### config.mk
export PLATFORM = sky130hd
export DESIGN_NAME = lottery_checker_top
export DESIGN_NICKNAME = d
export VERILOG_FILES = /design/src/rtl/lottery_pkg.sv /design/src/rtl/hex7seg.sv /design/src/rtl/lottery_checker_top.sv
export SDC_FILE = /design/constraint.sdc
export NUM_CORES = 1
export LEC_CHECK = 0
export ABC_AREA = 1
export ABC_CLOCK_PERIOD_IN_PS = 5050
export CAP_MARGIN = 20
export CORE_MARGIN = 2
export CORE_UTILIZATION = 30
export DETAILED_ROUTE_END_ITERATION = 10
export DONT_BUFFER_PORTS = 1
export PLACE_DENSITY = 0.5
export SLEW_MARGIN = 5
export SYNTH_ARGS = -nofsm -noshare
export SYNTH_HDL_FRONTEND = slang
export SYNTH_SLANG_ARGS = --single-unit
### constraint.sdc
create_clock -name clk -period 5.05 [get_ports clk]
set_input_delay 0.2525 -clock clk [delete_from_list [all_inputs] [get_ports clk]]
set_output_delay 0.2525 -clock clk [all_outputs]
set_load 0.01 [all_outputs]
### src/rtl/lottery_pkg.sv
// Shared definitions for the lottery checker: state codes, drawn number,
// prize classes, display codes and the prize rule.
package lottery_pkg;

  typedef enum logic [1:0] {
    ST_IDLE   = 2'd0,
    ST_ENTRY  = 2'd1,
    ST_FULL   = 2'd2,
    ST_RESULT = 2'd3
  } state_t;

  localparam int NUM_DIGITS = 5;

  localparam logic [3:0] DRAWN_W1 = 4'd4;
  localparam logic [3:0] DRAWN_W2 = 4'd7;
  localparam logic [3:0] DRAWN_W3 = 4'd0;
  localparam logic [3:0] DRAWN_W4 = 4'd1;
  localparam logic [3:0] DRAWN_W5 = 4'd9;

  localparam logic [1:0] PRIZE_NONE   = 2'd0;
  localparam logic [1:0] PRIZE_FIRST  = 2'd1;
  localparam logic [1:0] PRIZE_SECOND = 2'd2;

  // Display codes beyond the BCD range understood by hex7seg.
  localparam logic [3:0] CODE_P     = 4'hA;
  localparam logic [3:0] CODE_BLANK = 4'hF;

  // Segment patterns, a..g from left to right, active-low.
  localparam logic [0:6] SEG_BLANK = 7'b1111111;
  localparam logic [0:6] SEG_P     = 7'b0011000;

  // match[0] is digit 1; the run is measured only over digits 1..4.
  function automatic logic [1:0] prize_class(input logic [4:0] match);
    logic run4, run3, run2;
    run4 = &match[3:0];
    run3 = (match[0] & match[1] & match[2]) | (match[1] & match[2] & match[3]);
    run2 = (match[0] & match[1]) | (match[1] & match[2]) | (match[2] & match[3]);
    if (run4)                 prize_class = PRIZE_FIRST;
    else if (run3)            prize_class = match[4] ? PRIZE_FIRST : PRIZE_NONE;
    else if (run2 && match[4]) prize_class = PRIZE_SECOND;
    else                      prize_class = PRIZE_NONE;
  endfunction

endpackage

### src/rtl/hex7seg.sv
// Display code to 7-segment decoder: BCD 0-9, 'P', anything else blank.
module hex7seg
  import lottery_pkg::*;
(
  input  logic [3:0] code,
  output logic [0:6] seg
);

  always_comb begin
    seg = SEG_BLANK;
    case (code)
      4'd0:    seg = 7'b0000001;
      4'd1:    seg = 7'b1001111;
      4'd2:    seg = 7'b0010010;
      4'd3:    seg = 7'b0000110;
      4'd4:    seg = 7'b1001100;
      4'd5:    seg = 7'b0100100;
      4'd6:    seg = 7'b0100000;
      4'd7:    seg = 7'b0001111;
      4'd8:    seg = 7'b0000000;
      4'd9:    seg = 7'b0000100;
      CODE_P:  seg = SEG_P;
      default: seg = SEG_BLANK;
    endcase
  end

endmodule

### src/rtl/lottery_checker_top.sv
// Five-digit lottery ticket checker: digit entry FSM, prize evaluation,
// win counters and 7-segment display drive.
module lottery_checker_top
  import lottery_pkg::*;
#(
  parameter logic [3:0] W1 = DRAWN_W1,
  parameter logic [3:0] W2 = DRAWN_W2,
  parameter logic [3:0] W3 = DRAWN_W3,
  parameter logic [3:0] W4 = DRAWN_W4,
  parameter logic [3:0] W5 = DRAWN_W5
) (
  input  logic       clk,
  input  logic       reset,
  input  logic [3:0] num,
  input  logic       insere,
  input  logic       fim,
  input  logic       fim_jogo,
  output logic [0:6] hex0,
  output logic [0:6] hex1,
  output logic [0:6] hex2,
  output logic [0:6] hex3,
  output logic [1:0] ledp1,
  output logic [1:0] ledp2,
  output logic       led15,
  output logic [3:0] state,
  output logic [3:0] sled,
  output logic [3:0] gled
);

  state_t     state_q, state_d;
  logic [3:0] digit_q [0:NUM_DIGITS-1];
  logic [3:0] sled_q, gled_q;
  logic [1:0] ledp1_q, ledp2_q;

  logic       store, clear, eval, done;
  logic       num_valid;
  logic [4:0] match;
  logic [1:0] prize;
  logic [3:0] code [0:3];

  assign num_valid = (num <= 4'd9);

  always_comb begin
    match[0] = (digit_q[0] == W1);
    match[1] = (digit_q[1] == W2);
    match[2] = (digit_q[2] == W3);
    match[3] = (digit_q[3] == W4);
    match[4] = (digit_q[4] == W5);
    prize    = prize_class(match);
  end

  // Next state; fim_jogo outranks fim, which outranks insere.
  always_comb begin
    state_d = state_q;
    store   = 1'b0;
    clear   = 1'b0;
    eval    = 1'b0;
    done    = 1'b0;
    case (state_q)
      ST_IDLE: begin
        if (fim_jogo) begin
          clear = 1'b1;
        end else if (insere && num_valid) begin
          store   = 1'b1;
          state_d = ST_ENTRY;
        end
      end
      ST_ENTRY: begin
        if (insere && num_valid) begin
          store = 1'b1;
          if (sled_q == 4'(NUM_DIGITS - 1)) state_d = ST_FULL;
        end
      end
      ST_FULL: begin
        if (fim_jogo) begin
          clear   = 1'b1;
          state_d = ST_IDLE;
        end else if (fim) begin
          eval    = 1'b1;
          state_d = ST_RESULT;
        end
      end
      ST_RESULT: begin
        if (fim_jogo) begin
          clear   = 1'b1;
          done    = 1'b1;
          state_d = ST_IDLE;
        end
      end
      default: state_d = ST_IDLE;
    endcase
  end

  always_ff @(posedge clk or posedge reset) begin
    if (reset) begin
      state_q <= ST_IDLE;
      for (int i = 0; i < NUM_DIGITS; i++) digit_q[i] <= 4'd0;
      sled_q  <= 4'd0;
      gled_q  <= 4'd0;
      ledp1_q <= PRIZE_NONE;
      ledp2_q <= 2'd0;
    end else begin
      state_q <= state_d;
      if (store) begin
        for (int i = 0; i < NUM_DIGITS; i++)
          if (sled_q == 4'(i)) digit_q[i] <= num;
        sled_q <= sled_q + 4'd1;
      end
      if (clear) begin
        for (int i = 0; i < NUM_DIGITS; i++) digit_q[i] <= 4'd0;
        sled_q <= 4'd0;
      end
      if (done) gled_q <= gled_q + 4'd1;
      if (eval) begin
        ledp1_q <= prize;
        if (prize != PRIZE_NONE && ledp2_q != 2'd3) ledp2_q <= ledp2_q + 2'd1;
      end
    end
  end

  // code[0] drives hex0 (rightmost, newest digit); code[k] shows digit sled-k.
  always_comb begin
    for (int k = 0; k < 4; k++) code[k] = CODE_BLANK;
    case (state_q)
      ST_ENTRY, ST_FULL: begin
        for (int k = 0; k < 4; k++)
          for (int i = 0; i < NUM_DIGITS; i++)
            if (int'(sled_q) == i + 1 + k) code[k] = digit_q[i];
      end
      ST_RESULT: begin
        code[3] = CODE_P;
        code[0] = {2'b00, ledp1_q};
      end
      default: ;
    endcase
  end

  hex7seg u_hex0 (.code(code[0]), .seg(hex0));
  hex7seg u_hex1 (.code(code[1]), .seg(hex1));
  hex7seg u_hex2 (.code(code[2]), .seg(hex2));
  hex7seg u_hex3 (.code(code[3]), .seg(hex3));

  assign state = {2'b00, state_q};
  assign sled  = sled_q;
  assign gled  = gled_q;
  assign ledp1 = ledp1_q;
  assign ledp2 = ledp2_q;
  assign led15 = (state_q == ST_RESULT);

endmodule

# After elaboration in Yosys (flattened, before gate mapping)
# Memories as Yosys holds them, arrays and structs flattened.
# Cells that the tools add are included.
# word_totals
register_bits	34
romBits	448
in_bits	9
n_memories	4
# memory_table
memory	depth	width	rd	rd_clocked_by_memory_dff	wr	line	source
(no name shown)	16	7	1	0	0	hex7seg.sv:11	case (code)
(no name shown)	16	7	1	0	0	hex7seg.sv:11	
(no name shown)	16	7	1	0	0	hex7seg.sv:11	
(no name shown)	16	7	1	0	0	hex7seg.sv:11	
# classes
n_addsub	3
order_cmp	1
n_eq_ne	26
muxes	53
n_bitwise	8
reduce_logical	23
# ops
cell	n
$mux W4	27
$mux W20	2
$eq A4 B4 Y1 const B	6
$eq A4 B3 Y1 const B	5
$mux W2	10
$pmux W4 S2	2
$reduce_bool A2 Y1	7
$eq A4 B2 Y1 const B	3
$ne A2 B2 Y1 const B	6
$reduce_and A2 Y1	6
$mux W1	9
$add A4 B1 Y4 const B	2
$eq A4 B1 Y1 const B	2
$logic_not A4 Y1	2
$mux W8	1
$pmux W2 S4	1
$reduce_and A6 Y1	1
$and A1 B1 Y1	5
$eq A2 B2 Y1 const B	2
$le A4 B4 Y1 const B	1
$reduce_and A4 Y1	1
$logic_and A1 B1 Y1	3
$ne A3 B3 Y1 const B	1
$or A1 B1 Y1	3
other kinds (6)	6

# Depth between registers and ports, before layout
# Gate-level depths: netlist of run 1.
# logic_depth
word_depth	11
ltp_mapped	17
mapped_depth_nobuf	17

# Cells and area by module
# A second synthesis of run 1 with hierarchy kept.
# unflattened
hier_cells	538
hier_area_um2	3500.9
# by_module_without_submodules
module	n_inst	cells_each	area_per_inst_um2	seq_area_each_um2
lottery_checker_top	1	402	2647.5	850.8
hex7seg (u_hex0 ...)	3	34	219.0	0.0
hex7seg (u_hex1)	1	34	196.4	0.0

# Worst setup path before layout of run 1
# OpenSTA, ideal clock, no wires.
# synth_path
kind	register to output
from	register sled_q[0], in the netlist sled[0]
to	output port hex1[3] (netlist name)
arrival_ns	2.295
required_ns	4.798
path_slack_ns	2.503
path_stages_with_launch	14
n_path_buf	0
cell_sequence	dfrtp_1 > inv_1 > ha_1 > inv_1 > nor2_2 > nand3_1 > o211ai_1 > nand2_1 > a21oi_2 > inv_1 > ha_1 > or2_1 > nand3_1 > nand2_1
# synth_between
elab_chain_len	8
word_cells_on_any_way	12
classes_between	eq/ne: 5; mux: 6; memory: 1
# synth_lines
item	line	source
start: declaration	lottery_checker_top.sv:32	logic [3:0] sled_q, gled_q;
start signal: assignment	lottery_checker_top.sv:107	sled_q <= sled_q + 4'd1;
$eq A4 B3 Y1	lottery_checker_top.sv:128	if (int'(sled_q) == i + 1 + k) code[k] = digit_q[i];
$mux W4 (4 in series)	lottery_checker_top.sv:128	
$mux W4 *	lottery_checker_top.sv:128	
$mux W8 *	lottery_checker_top.sv:124	case (state_q)
$mem_v2 Z16 W7 *	--	
end: declaration	lottery_checker_top.sv:19	output logic [0:6] hex1,
# Every way passes the cells marked *; elsewhere a longest branch is shown, timed or not.

# Worst setup path in the final report of run 1
# layout_path
from	register state_q[0]
to	output port hex0[1] (netlist name)
# layout_between
elab_chain_len	4
word_cells_on_any_way	6
classes_between	eq/ne: 3; mux: 1; reduce/logical: 1; memory: 1
# layout_lines
item	line	source
start: declaration	lottery_checker_top.sv:30	state_t state_q, state_d;
start signal: assignment	lottery_checker_top.sv:103	state_q <= state_d;
$eq A2 B1 Y1 / $eq A2 B2 Y1 (equally long branches)	lottery_checker_top.sv:124	
$reduce_or A2 Y1	lottery_checker_top.sv:124	
$pmux W4 S2 *	lottery_checker_top.sv:124	
$mem_v2 Z16 W7 *	--	
end: declaration	lottery_checker_top.sv:18	output logic [0:6] hex0,
# Marks and branches as above.

==> impl_metrics.yaml, run 1 <==
floorplan:
  start_util: 0.3057
  core_um2: 11320
  fp.dieW_um: 111.4
  ios: 54
  die_height_um: 111.4
  dieArea_um2: 12410
  rows: 39
power:
  power.share.clock: 0.122
  switching_power_w: 0.001470
  p_leak_nw: 1.866
  internal_power_w: 0.001052
  p_total_w: 0.002522
  switching_share: 0.5830
  p_per_area_nw_per_um2: 675.1
  seq_power_share: 0.192
  ir_drop_mv: 0.4289
  combPwrFrac: 0.686
sta:
  slew_violations: 0
  worstMarginPinSlew_ns: 0.7672
  slew_headroom: 0.4842
  clock_skew_ns: 0.005077
  hold_viol_final: 0
  fin_crit_sh: 0.6689
  fin_tns_setup_ns: 0
  period_needed_ns: 3.378
  fmax_mhz: 296.0
  finalSetupViolations: 0
  rsz0062_at_grt: "no"
grt:
  grtUsageTotal: 0.1587
  grt_pass1_vias: 3263
  grt_max_degree: 35
  antenna_found_initial: 0
  grt_pass1_wl_um: 16260
  overflow: 0
detailed_routing:
  finalWirelength_um: 9616
  drt_first_pass_iters: 5
  top_layer: "met4"
  met2WireLength_um: 4299
  wl_met1_um: 4631
  drc_errors: 0
  num_vias: 3433
  vias_per_cell: 4.954
  postRouteAntennaNets: 0
  wl_met3_um: 534
  dr.first_iter.drc_count: 258
  drt-wirelength-per-cell_um: 13.88
placed_design:
  dp_hpwl_um: 7710
  gp_congestion: 0.8868
  portBuffers: 0
clock_tree:
  cts_tree: "yes"
  cts_max_path_buffers: 2
  clk_latency_ns: 0.28
  root_buffer: "clkbuf_16"
  numClockSinks: 34
  cts_buffers: 5
  cts_htree_levels: 2
  cts-resized-gates: 0
  clkTransAtPathRegs_ns: 0.05
logic_synthesis:
  seq_area_frac_synth: 0.2458
  ys_warn_count: 0
  syn_area_per_cell_um2: 6.304
  synth.top_cell.area_share: 0.2458
  synth_common_cells: "nand2_1 (184), inv_1 (67), nand3_1 (36)"
  synth_largest_area_cell: "dfrtp_1"
  yosysMostFrequentCell: "nand2_1"
  synth_edf_count: 0
  netlist_top_cells_area: "dfrtp_1 (25%), nand2_1 (20%), ha_1 (11%)"
  ys_ff_latch: 34
  syn_inst: 549
  synth-main-ff-cell: "dfrtp_1"
  yosysUniqueCellTypes: 38
  netlist_area_um2: 3461
  synth_async_sr_flop_share: 1.000
worst_setup_path:
  cp.arrival_ns: 3.13
  cp.required_ns: 4.80
  critical_path_class: "reg -> out"
  end_kind: "output pin"
  critPathLaunchType: "register"
  worstPathMaxFanout: 14
cells_and_area:
  synthToLayoutAreaGrowth_pct: 7.918
  diodes: 0
  nFillCells: 1265
  drive_above_1_share: 0.09455
  nets: 589
run:
  maxCapViolations: 0
outcome:
  status: "finished clean"
worst_hold_path:
  hp-class: "in -> reg"
==> routing by layer <==
layer | up-vias | track usage
met2 | 104 | 0.2593
met1 | 1570 | 0.2167
met3 | 13 | 0.02559
met5 | - | 0
met4 | 0 | 0.04856
li1 | 1746 | -
==> cell type report <==
class                      instances  area (um^2)  area share
clock inverter                     2        12.51    0.003350
multi-input combinational        424         2228      0.5967
clock buffer                       6        138.9     0.03719
sequential                        34        850.8      0.2278
inverter                          82        307.8     0.08241
tap                              143        178.9     0.04791
timing repair buffer               2        17.52    0.004690
==> flip-flops by register name (all words and copies together) (netlist names) <==
register,count
digit_q,20
gled,4
sled,4
ledp1,2
ledp2,2
state_q,2
==> worst max-delay path, stage by stage (launching register included) <==
cell	delay, ns
dfrtp_1	0.47
inv_1	0.12
ha_1	0.64
clkinv_1	0.39
a21oi_1	0.24
nand2_1	0.09
nand2_1	0.13
inv_1	0.11
ha_1	0.33
nor2_1	0.05
a21oi_1	0.16
inv_1	0.10
==> power by group through the flow <==
stage	Sequential [W]	Clock, W	Combinational [W]
after global routing	0.000496	0.000330	0.00198
after CTS	0.000480	0.000317	0.00173
after global placement	0.000483	0	0.00171
after detailed placement	0.000483	0	0.00173
final	0.000483	0.000308	0.00173
after floorplan	0.000454	0	0.00137
==> per-stage QoR <==
step / worst slack, ns / instances / hold WS, ns / util / cell area, um^2
after CTS: 1.684 / 693 / 0.2027 / 0.3299 / 3735
final: 1.672 / 693 / 0.2051 / 0.3299 / 3735
after global routing: 1.392 / 693 / 0.2328 / 0.3299 / 3735
after detailed placement: 2.004 / 684 / 0.2761 / 0.3157 / 3573
after global placement: 2.066 / 684 / 0.2761 / 0.3157 / 3573
after floorplan: 2.503 / 550 / 0.3941 / - / 3465
==> path summary, 6_finish.rpt <==
check	from	slack (ns)	cells after the start	end
max reg2reg	state_q[1]	2.73	6	digit_q[17]
min in group asynchronous	reset	0.51	3	sled[1]
max	state_q[0]	1.67	11	hex0[1]
min	fim_jogo	0.21	2	gled[0]
min reg2reg	gled[3]	0.54	1	gled[3]
max in group asynchronous	reset	4.22	3	digit_q[5]
==> layout by cell type, fill, tap and decap left out, types with 2 or more instances in the layout <==
cell type  instances
nand3b_1           2
nor2_1            32
or2_1              2
nand2_1          184
o211ai_1           4
a21oi_1           27
nor2_4             2
nor3_1             3
nor2_2             6
or2_2              2
inv_2             14
a21oi_2            5
clkbuf_16          5
o21ai_1           20
o21ai_0           34
nand2_2            7
nand4_1           10
nand3_1           36
ha_1              31
o21ai_2            3
dfrtp_1           34
inv_1             67
xnor2_1            2
conb_1             2
==> repair_timing <==
action | in CTS | in global routing
endpoints found under the hold margin | 34 | 0
hold buffers | 1 | 0
buffers inserted | 0 | 0
==> cells by family after synthesis <==
group | Yosys count | share of synthesized area
AND/OR/NAND/NOR | 289 | 0.3623
AO/OA/AOI/OAI | 99 | 0.1598
buffers and inverters | 92 | 0.1113
flip-flops | 34 | 0.2458
adder cells (fa/ha/maj) | 31 | 0.1121
XOR/XNOR | 3 | 0.007594
other | 1 | 0.001084
Note: power is estimated with default switching activity, not from simulation.
==> inputs of run 2 (changes only) <==
- ABC_CLOCK_PERIOD_IN_PS: 5050 -> 3000
- PLACE_DENSITY: 0.5 -> 0.51
- clock period: 5.05 -> 3 ns (I/O delays scaled with it)
==> run 2 against run 1 <==
Compared with the run above:
- register-to-register slack got worse by 1.9 ns
- setup slack got worse by 1.5 ns
- non-clock buffer count increased by 11
- utilization increased by 1.1 points
==> impl_metrics.yaml, run 2 (synthesis gave the netlist of run 1 again) <==
grt:
  grtUsageTotal: 0.1613
  grt_pass1_vias: 3272
  grt_max_degree: 35
  antenna_found_initial: 0
  grt_pass1_wl_um: 16540
  overflow: 0
worst_setup_path:
  critPathLaunchType: "register"
  timing.rr.end: "digit_q[10]"
  reg2reg_depth: 7
  worst_setup_path_startpoint: "sled[1]"
  crit_end: "hex2[5]"
  worstPathMaxFanout: 5
  r2r_start: "state_q[1]"
  critical_path_class: "reg -> out"
  cp.required_ns: 2.85
  r2r_setup_slack_ns: 0.88
  end_kind: "output pin"
  cp.arrival_ns: 2.68
floorplan:
  die_height_um: 111.4
  start_util: 0.3057
  dieArea_um2: 12410
  core_um2: 11320
  rows: 39
  fp.dieW_um: 111.4
  ios: 54
cells_and_area:
  nets: 600
  largest_reg_flops: 20
  regMostFlops: "digit_q"
  drive_above_1_share: 0.1319
  synthToLayoutAreaGrowth_pct: 11.39
  final_cell_mix: "nand2_1 (183), inv_1 (64), nand3_1 (36)"
  diodes: 0
  final_common_cell: "nand2_1"
  final-instance-count-excl-fill: 704
detailed_routing:
  met2WireLength_um: 4259
  wl_met3_um: 511
  vias_per_cell: 4.884
  finalWirelength_um: 9780
  dr.first_iter.drc_count: 228
  drt-wirelength-per-cell_um: 13.89
  drt_first_pass_iters: 5
  postRouteAntennaNets: 0
  top_layer: "met4"
  wl_met1_um: 4794
  drc_errors: 0
  num_vias: 3438
power:
  p_leak_nw: 1.915
  ir_drop_mv: 0.9452
  p_per_area_nw_per_um2: 1121
placed_design:
  placed_cells_incl_taps: 688
  gp_congestion: 0.9130
  dp_hpwl_um: 7804
  portBuffers: 0
clock_tree:
  root_buffer: "clkbuf_16"
  cts_buffers: 5
  cts_tree: "yes"
  clkTransAtPathRegs_ns: 0.05
  clk_latency_ns: 0.28
  numClockSinks: 34
  cts_max_path_buffers: 2
  cts_htree_levels: 2
sta:
  period_needed_ns: 2.826
  worstMarginPinSlew_ns: 0.4959
  rsz0062_at_grt: "yes"
  slew_headroom: 0.6672
  finalSetupViolations: 0
  fmax_mhz: 353.8
  clock_skew_ns: 0.005483
  slew_violations: 0
  hold_viol_final: 0
  fin_tns_setup_ns: 0
  fin_crit_sh: 0.9421
worst_hold_path:
  hold_depth: 2
  hp-class: "in -> reg"
run:
  maxCapViolations: 0
outcome:
  status: "finished clean"
## run 2: cell count changes in the layout (fill, tap and decap cells not counted), sizes merged
| cell | change |
|---|---|
| clkinv | -1 |
| buf | +11 |
| clkbuf | +1 |
## run 2: final cells by class
class,instances,area [um^2]
fillers,1271,7466
multi-input cells,424,2261
flip-flops and latches,34,855.8
inverters,82,311.5
well taps,143,178.9
clock buffers,7,142.6
repair buffers,13,100.1
clock inverters,1,5.005
## run 2: timing repair
action | CTS | global route
pin swaps | 1 | 3
gates resized for setup | 1 | 14
setup endpoints to repair | 2 | 23
buffers inserted | 0 | 7
hold buffers | 1 | 0
hold endpoints to repair | 34 | 0
## run 2: worst min-delay path by stage
| stage | slack, ns | from | to |
|---|---|---|---|
| CTS | 0.1 | fim_jogo | gled[0] |
| global placement | 0.17 | reset | sled[0] |
| finish | 0.10 | fim_jogo | gled[0] |
| detailed placement | 0.18 | reset | sled[0] |
| floorplan | 0.29 | reset | digit_q[0] |
| global route | 0.13 | fim_jogo | gled[0] |
## run 2: routing by layer
layer / vias up / GRT usage
met5: - / 0
met4: 0 / 0.04856
met3: 17 / 0.02722
met2: 91 / 0.2528
met1: 1556 / 0.2287
li1: 1774 / -
## run 2: per-stage QoR
step / util / hold slack, ns / total power, W / instance area, um^2 / worst slack, ns
floorplan: - / 0.2916 / 0.003074 / 3465 / 0.5551
global placement: 0.3183 / 0.1743 / 0.003710 / 3603 / 0.3610
detailed placement: 0.3183 / 0.1764 / 0.003751 / 3603 / 0.2538
CTS: 0.3327 / 0.09851 / 0.004296 / 3766 / 0.005605
global route: 0.3405 / 0.1258 / 0.004817 / 3855 / -0.04038
finish: 0.3405 / 0.1042 / 0.004320 / 3855 / 0.1737
## run 2: critical path, stage by stage, from the launching register on
cell and delay [ns]:
dfrtp_2 0.45, inv_1 0.15, ha_2 0.25, inv_1 0.09, nor2_4 0.17, buf_4 0.15
nand2_1 0.04, o21ai_1 0.10, nand2_1 0.07, nand2_1 0.06, nand2_1 0.10, nand2_1 0.08
nand2_1 0.09, ha_1 0.22, nor2_1 0.13, nor2_2 0.05, o21ai_1 0.07, nand2_1 0.11
## run 2: power breakdown
group | switching, W | total [W] | leakage [nW] | internal (W)
clock network | 0.000188 | 0.000517 | 0.0739 | 0.000329
logic | 0.00212 | 0.00298 | 1.41 | 0.000865
registers | 0.000187 | 0.000819 | 0.434 | 0.000632
